$ cat config.mk
export PLATFORM = sky130hd
export DESIGN_NAME = fifo_uart_tx
export DESIGN_NICKNAME = d
export VERILOG_FILES = /design/src/rtl/fifo_uart_pkg.sv /design/src/rtl/uart_baud_tick.sv /design/src/rtl/fifo_uart_tx.sv
export SDC_FILE = /design/constraint.sdc
export NUM_CORES = 1
export LEC_CHECK = 0
export BUFFER_PORTS_ARGS = -buffer_cell sky130_fd_sc_hd__buf_2
export CORE_MARGIN = 5
export CORE_UTILIZATION = 40
export CTS_CLUSTER_SIZE = 16
export DETAILED_ROUTE_END_ITERATION = 16
export PLACE_DENSITY = 0.71
export SLEW_MARGIN = 20
export SYNTH_ARGS = -nofsm -noshare
export SYNTH_HDL_FRONTEND = slang
export SYNTH_SLANG_ARGS = --single-unit
$ cat constraint.sdc
create_clock -name clk -period 2 [get_ports clk]
set_input_delay 0 -clock clk [delete_from_list [all_inputs] [get_ports clk]]
set_output_delay 0 -clock clk [all_outputs]
set_load 0.02 [all_outputs]
$ cat src/rtl/fifo_uart_pkg.sv
// Shared types and line-level constants for the FIFO-fed UART transmitter.
package fifo_uart_pkg;

  typedef enum logic [2:0] {
    IDLE  = 3'd0,
    REQ   = 3'd1,
    WAIT  = 3'd2,
    START = 3'd3,
    DATA  = 3'd4,
    STOP  = 3'd5
  } state_e;

  localparam logic START_BIT = 1'b0;
  localparam logic STOP_BIT  = 1'b1;
  localparam int   DATA_BITS = 8;

endpackage

$ cat src/rtl/uart_baud_tick.sv
// Bit-period counter: pulses bit_done on the last cycle of each bit period.
module uart_baud_tick #(
  parameter int CLKS_PER_BIT = 16
) (
  input  logic clk,
  input  logic rst,
  input  logic clear,
  output logic bit_done
);

  localparam int W = (CLKS_PER_BIT > 1) ? $clog2(CLKS_PER_BIT) : 1;
  localparam logic [W-1:0] LAST = W'(CLKS_PER_BIT - 1);

  logic [W-1:0] cnt_q, cnt_d;

  assign bit_done = (cnt_q == LAST);

  always_comb begin
    cnt_d = cnt_q + W'(1);
    if (clear || bit_done) cnt_d = '0;
  end

  always_ff @(posedge clk) begin
    if (rst) cnt_q <= '0;
    else     cnt_q <= cnt_d;
  end

endmodule

$ cat src/rtl/fifo_uart_tx.sv
// Drains the 16x8 FIFO one byte at a time and sends each byte as an 8N1 frame.
module fifo_uart_tx
  import fifo_uart_pkg::*;
#(
  parameter int CLKS_PER_BIT = 16,
  parameter int DATA_BITS    = 8
) (
  input  logic       clk,
  input  logic       rst,
  input  logic       fifo_empty,
  input  logic [7:0] fifo_data,
  output logic       fifo_re,
  output logic       tx,
  output logic       busy
);

  localparam logic [2:0] LAST_BIT = 3'(DATA_BITS - 1);

  state_e     state_q, state_d;
  logic [7:0] shift_q, shift_d;
  logic [2:0] bit_q, bit_d;
  logic       tx_q, tx_d;
  logic       re_q, busy_q;
  logic       bit_done;

  // Restarting the bit period on every state change keeps START aligned to WAIT's exit edge.
  uart_baud_tick #(.CLKS_PER_BIT(CLKS_PER_BIT)) u_tick (
    .clk      (clk),
    .rst      (rst),
    .clear    (state_d != state_q),
    .bit_done (bit_done)
  );

  always_comb begin
    state_d = state_q;
    shift_d = shift_q;
    bit_d   = bit_q;
    tx_d    = tx_q;
    case (state_q)
      IDLE: begin
        tx_d = STOP_BIT;
        if (!fifo_empty) state_d = REQ;
      end
      REQ:  state_d = WAIT;
      WAIT: begin
        shift_d = fifo_data;
        tx_d    = START_BIT;
        state_d = START;
      end
      START: if (bit_done) begin
        tx_d    = shift_q[0];
        shift_d = shift_q >> 1;
        bit_d   = '0;
        state_d = DATA;
      end
      DATA: if (bit_done) begin
        bit_d = bit_q + 3'd1;
        if (bit_q == LAST_BIT) begin
          tx_d    = STOP_BIT;
          state_d = STOP;
        end else begin
          tx_d    = shift_q[0];
          shift_d = shift_q >> 1;
        end
      end
      STOP: if (bit_done) state_d = IDLE;
      default: state_d = IDLE;
    endcase
  end

  always_ff @(posedge clk) begin
    if (rst) begin
      state_q <= IDLE;
      shift_q <= '0;
      bit_q   <= '0;
      tx_q    <= 1'b1;
      re_q    <= 1'b0;
      busy_q  <= 1'b0;
    end else begin
      state_q <= state_d;
      shift_q <= shift_d;
      bit_q   <= bit_d;
      tx_q    <= tx_d;
      re_q    <= (state_d == REQ);
      busy_q  <= (state_d != IDLE);
    end
  end

  assign fifo_re = re_q;
  assign tx      = tx_q;
  assign busy    = busy_q;

endmodule

==> flow_summary.toml, run 1 <==
[run_status]
status = "completed"

[layout]
area_delta_synth_final_pct = 12.4
fin_area_mm2 = 0.00120
fin_cells = 153
nets = 138
fin_util = 0.478
antenna_cells = 0
final_common_cell = "dfxtp_1"
drive_above_1_share = 0.211
final_cell_mix = "dfxtp_1, buf_2, nor2_1"

[synthesis]
ys_top_cells_by_area = "dfxtp_1, mux2i_1, o41ai_1"
synth_edf_count = 0
ys.warnings.count = 0
synthCells = 109
yosys_most_used_dff = "dfxtp_1"
yosys_register_bits = 21
avgSynthCellArea_um2 = 9.84
synth_top_area_share = 0.392
async_flop_share = 0
seq_area_frac_synth = 0.392
yosysTopAreaCell = "dfxtp_1"
ys_types = 38
synthesis.nets = 123
synth_area_mm2 = 0.00107

[clock_network]
cts.path.max_buffers = 2
cts_root_buf = "clkbuf_4"
clkTransAtPathRegs_ns = 0.13
numCtsBuffers = 3
cts_max_level = 1
tritoncts = "built"
clk_latency_ns = 0.31
cts.sinks = 21

[setup_path]
endpoint_kind = "flop"
critPathKind = "reg2reg"
cp_slowest_cell = "a21oi_2"
start_kind = "flop"
worst-path-max-fanout = 16
reg2reg_depth = 6
cp.required_ns = 2.21
crit_top_cell = "ha_1"
slowest_delay_ns = 0.54
cp_cell_sequence = "ha_1 -> ha_1 -> nor2_1 -> a21oi_2 -> o21ai_0 -> o41ai_2"
cp.arrival_ns = 1.93

[power_and_ir_drop]
ir_worst_vdd_mv = 0.419
p_leak_nw = 0.462
p_per_area_mw_per_mm2 = 657
power.total_mw = 0.792

[timing]
clock_skew_ns = 0.0124
tns_ns = 0
finalSetupViolations = 0
whs_ns = 0.0126
slew_viol_final = 0
rsz0062_at_grt = "false"
tightestPinTransition_ns = 0.673
period_share = 0.860
slew-limit-headroom = 0.552
fin_crit_ns = 1.72
worst_slack_ns = 0.280
fmax_ghz = 0.582
hold_viol = 0

[place]
hpwl_um = 1370
placed_cell_area_mm2 = 0.00114
place_ws_ns = -0.0847
place_congestion = 0.819
port_buffers = 13
dp_cells = 146

[grt]
track_usage = 0.118
grt_max_degree = 27
grt_pass1_vias = 791
antenna_found_initial = 0
grt_pass1_wl_um = 3420
gr-total-overflow = 0

[floorplan]
die_y_um = 61.8
die_w_um = 61.8
ios = 14
dieArea_mm2 = 0.00382
start_util = 0.425
fp-row-count = 18
core_mm2 = 0.00252

[drt]
drtAntennaViolNets = 0
viasPerCell = 5.55
num_vias = 849
drt_first_pass_iters = 4
wirelength_um = 1970
wl_per_cell_um = 12.9
drt_iter0_drc = 30
drc = 0

[run]
cap_violations = 0

[min_path]
timing.hold.worst.class = "in2reg"
holdPathStages = 3
power breakdown:
part	internal, mW	switching [mW]	leakage [nW]
sequential	0.442	0.0158	0.171
clock	0.0747	0.134	0.0177
combinational	0.0571	0.0685	0.273
synthesized netlist by cell type (2+ instances only):
cell / n
o21ai_0: 9
a21oi_1: 2
nor2_1: 10
clkbuf_1: 3
mux2i_1: 9
and2b_1: 2
dfxtp_1: 21
a311oi_1: 3
a21o_1: 4
nor2b_1: 7
ha_1: 3
a22oi_1: 2
nand2b_1: 2
buf_4: 3
o41ai_1: 6
cells by family (layout without fill, tap and decap cells):
group	count (synthesis)	count (layout)	synth area share
simple gates	31	31	0.183
compound gates	36	36	0.258
xor+xnor	1	1	0.00817
flops	21	21	0.392
mux	9	9	0.0840
fa+ha+maj	3	3	0.0350
buf+inv	8	22	0.0397
what timing repair did:
item,in CTS,in global routing
hold buffers,3,0
endpoints found under the hold margin,4,0
setup endpoints to repair,8,0
gates resized for setup,1,0
buffers inserted,0,0
layer usage:
metal | GRT usage | vias to the layer above | wire length, µm
met5 | 0 | - | 0
met4 | 0.0273 | 0 | 15
met3 | 0.0475 | 2 | 100
met2 | 0.178 | 15 | 844
met1 | 0.159 | 393 | 1010
li1 | - | 439 | -
sequential cells by signal (all words and copies together), names as in the netlist:
signal and cells:
u_tick.cnt_q 4, shift_q 8, tx 1, busy 1
state_q 3, bit_q 3, fifo_re 1
final cells by class:
class	instances	area, µm²
tap	30	37.5
timing repair buffer	17	103
clock inverter	1	5.00
clock buffer	3	22.5
inverter	1	3.75
sequential	21	420
fill	252	1320
multi-input combinational	80	613
critical path, delay by kind of cell, from the launching register on:
family / cells / cell delay (ns)
AND/OR/NAND/NOR: 1 / 0.06
adder cells (fa/ha/maj): 2 / 0.33
flip-flops: 1 / 0.38
AO/OA/AOI/OAI: 3 / 0.84
worst paths after layout:
path                 from          to  slack (ns)
min          fifo_data[1]  shift_q[1]        0.01
min reg2reg    shift_q[7]  shift_q[7]        0.48
max reg2reg      bit_q[0]  shift_q[3]        0.28
max              bit_q[0]  shift_q[3]        0.28
Note: power is estimated with default switching activity, not from simulation.
==> run 2, diff against run 1 <==
- PLACE_DENSITY: 0.71 -> 0.55
==> run 2 against run 1 <==
Via count up 0.12%; routed wire length up 0.25%; clock skew down 0.0053 ns; cell count unchanged; utilization about the same; total power down 0.50%; register-to-register slack better by 0.04 ns; clock power about the same; critical path depth unchanged; non-clock buffer count unchanged; maximum frequency up 2.5%; setup slack better by 0.041 ns; largest power group unchanged; highest routed layer unchanged.
==> flow_summary.toml, run 2 (same netlist as run 1, synthesis figures left out) <==
[place]
hpwl_um = 1340
placed_cell_area_mm2 = 0.00114
port_buffers = 13
place_congestion = 0.754
dp_cells = 146

[floorplan]
core_mm2 = 0.00252
fp-row-count = 18
die_y_um = 61.8
dieArea_mm2 = 0.00382
die_w_um = 61.8
start_util = 0.425
ios = 14

[drt]
drt_first_pass_iters = 4
viasPerCell = 5.56
num_vias = 850
wl_per_cell_um = 12.9
wirelength_um = 1970
drc = 0
drt_iter0_drc = 51
drtAntennaViolNets = 0

[clock_network]
cts.sinks = 21
clk_latency_ns = 0.30
cts_root_buf = "clkbuf_4"
cts.path.max_buffers = 2
clkTransAtPathRegs_ns = 0.11
numCtsBuffers = 3
tritoncts = "built"
cts_max_level = 1

[setup_path]
worst-path-max-fanout = 16
critPathKind = "reg2reg"
endpoint_kind = "flop"
critPathBufInv = 0
cp.required_ns = 2.21
cp_cell_sequence = "ha_1 -> ha_1 -> nor2_1 -> a21oi_2 -> o21ai_0 -> o41ai_1"
crit_family = "compound AO/OA/AOI/OAI gates"
cp.arrival_ns = 1.89
slowest_delay_ns = 0.53
cp_slowest_cell = "a21oi_2"
start_kind = "flop"
crit_top_cell = "ha_1"
worst-r2r-setup-slack_ns = 0.32

[timing]
fmax_ghz = 0.596
slew_viol_final = 0
period_share = 0.839
tightestPinTransition_ns = 0.656
clock_skew_ns = 0.00703
hold_viol = 0
whs_ns = 0.0190
finalSetupViolations = 0
rsz0062_at_grt = "false"
slew-limit-headroom = 0.563
fin_crit_ns = 1.68

[grt]
grt_max_degree = 27
antenna_found_initial = 0
grt_pass1_vias = 795
track_usage = 0.121
grt_pass1_wl_um = 3430
gr-total-overflow = 0

[layout]
area_delta_synth_final_pct = 12.3
fin_util = 0.477
reg.largest.list = "shift_q x8, u_tick.cnt_q x4"
antenna_cells = 0
drive_above_1_share = 0.203
nets = 138
final_cell_mix = "dfxtp_1, buf_2, nor2_1"
final_common_cell = "dfxtp_1"
top_register = "shift_q"
fin_area_mm2 = 0.00120
fin_cells = 153
fill_cells = 261
largest_reg_flops = 8

[run]
cap_violations = 0

[power_and_ir_drop]
p_leak_nw = 0.459
p_per_area_mw_per_mm2 = 655
ir_worst_vdd_mv = 0.509

[min_path]
timing.hold.worst.class = "in2reg"

[run_status]
status = "completed"
run 2: per-layer routing:
metal / vias up / share of wire / track usage
met3: 2 / 0.046 / 0.0434
met2: 11 / 0.44 / 0.206
met1: 396 / 0.50 / 0.145
met5: - / 0 / 0
met4: 0 / 0.0096 / 0.0273
li1: 441 / - / -
run 2: power breakdown:
group	internal [mW]	total, mW	switching [mW]
Sequential	0.441	0.457	0.0158
Clock	0.0778	0.206	0.128
Combinational	0.0571	0.125	0.0679
run 2: path summary, 6_finish.rpt:
kind | start | endpoint | cells after the start
worst max-delay path | bit_q[0] | shift_q[5] | 6
worst min-delay path | fifo_data[1] | shift_q[1] | 3
worst max register to register | bit_q[0] | shift_q[5] | 6
worst min register to register | shift_q[7] | shift_q[7] | 2
run 2: area by class of cell:
| cell class | count | area, µm² | area share |
|---|---|---|---|
| Sequential cell | 21 | 420 | 0.349 |
| Tap cell | 30 | 37.5 | 0.0312 |
| Clock buffer | 4 | 26.3 | 0.0218 |
| Multi-Input combinational cell | 80 | 613 | 0.509 |
| Inverter | 1 | 3.75 | 0.00312 |
| Timing Repair Buffer | 17 | 103 | 0.0852 |
run 2: stage by stage:
step,power [mW],setup WS [ns],TNS [ns]
after floorplan,0.559,0.400,0
after global placement,0.585,0.0253,0
after detailed placement,0.587,-0.0958,-0.461
after CTS,0.806,0.275,0
after global routing,0.831,0.101,0
final,0.788,0.322,0
run 2: worst reg2reg max path: stages (launching register included):
cell and delay [ns]:
dfxtp_1 0.37, ha_1 0.16, ha_1 0.17, nor2_1 0.06, a21oi_2 0.53, o21ai_0 0.21
o41ai_1 0.09
run 2: repair_timing:
| action | in CTS | in global routing |
|---|---|---|
| endpoints found under the setup margin | 7 | 0 |
| endpoints found under the hold margin | 4 | 0 |
| hold buffers | 3 | 0 |
| setup buffers | 0 | 0 |
| gates resized for setup | 1 | 0 |
==> run 3, diff against run 2 <==
- clock period: 2 -> 1.8 ns (I/O delays scaled with it)
==> run 3 against run 2 <==
Clock power grew 13%; count of clock-buffer cells in the layout shrank 1; first-iteration DRC count grew 57%; die area is the same; critical path depth shrank 1; maximum frequency grew 2.6%; via count grew 5.8%; global-route usage grew 1.6 points; setup slack lost 0.16 ns; clock skew shrank 0.0013 ns; flip-flop and latch count is the same; critical path type unchanged; largest cell class unchanged.
==> flow_summary.toml, run 3 (same netlist as run 1, synthesis figures left out) <==
[timing]
slew-limit-headroom = 0.688
fin_crit_ns = 1.64
fmax_ghz = 0.611
finalSetupViolations = 0
clock_skew_ns = 0.00574
tightestPinTransition_ns = 0.468
rsz0062_at_grt = "false"
slew_viol_final = 0
period_share = 0.909
hold_viol = 0
tns_ns = 0
worst_slack_ns = 0.164

[clock_network]
post_cts.repair.setup_buffers = 0
clk_latency_ns = 0.31
cts_root_buf = "clkbuf_4"
tritoncts = "built"
numCtsBuffers = 3
cts.sinks = 21
cts_max_level = 1
cts.path.max_buffers = 2
clkTransAtPathRegs_ns = 0.12

[setup_path]
worst-path-max-fanout = 15
critPathKind = "reg2reg"
start_kind = "flop"
endpoint_kind = "flop"
cp.arrival_ns = 1.84
cp.required_ns = 2.00

[layout]
top_register = "shift_q"
reg.largest.list = "shift_q x8, u_tick.cnt_q x4"
fin_util = 0.495
fill_cells = 240
fin_cells = 157
final_common_cell = "dfxtp_1"
area_delta_synth_final_pct = 16.3
fin_area_mm2 = 0.00125
regArea_um2 = 420
nets = 142
final_cell_mix = "dfxtp_1, buf_2, nor2_1"
antenna_cells = 0
largest_reg_flops = 8
multi_input_area_um2 = 628
drive_above_1_share = 0.260

[floorplan]
start_util = 0.425
die_w_um = 61.8
fp-row-count = 18
dieArea_mm2 = 0.00382
die_y_um = 61.8
ios = 14
core_mm2 = 0.00252

[grt]
grt_pass1_wl_um = 3860
grt_pass1_vias = 883
grt_max_degree = 27
gr-total-overflow = 0
track_usage = 0.137
met1_usage = 0.169
met2_usage = 0.224
grt-busiest-layer = "met2"
antenna_found_initial = 0
grtUsageMet3 = 0.0434

[place]
hpwl_um = 1480
dp_cells = 151
placed_cell_area_mm2 = 0.00118
port_buffers = 13
place_ws_ns = -0.242
place_congestion = 0.759

[drt]
wl_per_cell_um = 13.6
drc = 0
viasPerCell = 5.73
drt_iter0_drc = 80
wirelength_um = 2140
num_vias = 899
drt_first_pass_iters = 4
drtAntennaViolNets = 0

[run]
cap_violations = 0

[power_and_ir_drop]
ir_worst_vdd_mv = 0.580
p_leak_nw = 0.487
p_per_area_mw_per_mm2 = 716

[run_status]
status = "completed"

[min_path]
timing.hold.worst.class = "in2reg"
[run 3: report_power, final]
part           leakage (nW)  switching, mW  internal (mW)
sequential            0.171         0.0160          0.491
combinational         0.298         0.0834         0.0702
clock                0.0177          0.150         0.0830
total                 0.487          0.249          0.644
[run 3: final timing paths]
check / start / end / slack, ns / cells past startpoint
min reg2reg: shift_q[7] / shift_q[7] / 0.49 / 2
min: fifo_data[1] / shift_q[1] / 0.004 / 3
max: state_q[2] / shift_q[4] / 0.16 / 5
max reg2reg: state_q[2] / shift_q[4] / 0.16 / 5
[run 3: final cells by class]
class                      count  area share
clock inverter                 1     0.00401
clock buffer                   3      0.0181
sequential                    21       0.337
tap                           30      0.0301
timing repair buffer          21       0.104
inverter                       1     0.00301
multi-input combinational     80       0.504
[run 3: what timing repair did]
item / in CTS / in global routing
resized for setup: 1 / 4
endpoints found under the hold margin: 3 / 0
hold buffers: 2 / 0
endpoints found under the setup margin: 9 / 10
[run 3: per-layer routing]
metal,wire (µm),up-vias,share of wire
li1,-,447,-
met1,1000,430,0.47
met2,1000,20,0.47
met3,109,2,0.051
met4,25,0,0.012
met5,0,-,0
[run 3: stage by stage]
stage | power [mW] | hold WS [ns]
2_1_floorplan | 0.621 | 0.0793
3_3_place_gp | 0.657 | 0.222
3_5_place_dp | 0.661 | 0.233
4_1_cts | 0.902 | 0.000807
5_1_grt | 0.947 | 0.0169
6_report | 0.893 | 0.00443
[run 3: worst max-delay path, stage by stage (launching register included)]
cell      delay, ns
dfxtp_1        0.36
buf_4          0.16
nand3b_2       0.34
a21oi_4        0.43
o21ai_0        0.15
o41ai_1        0.09
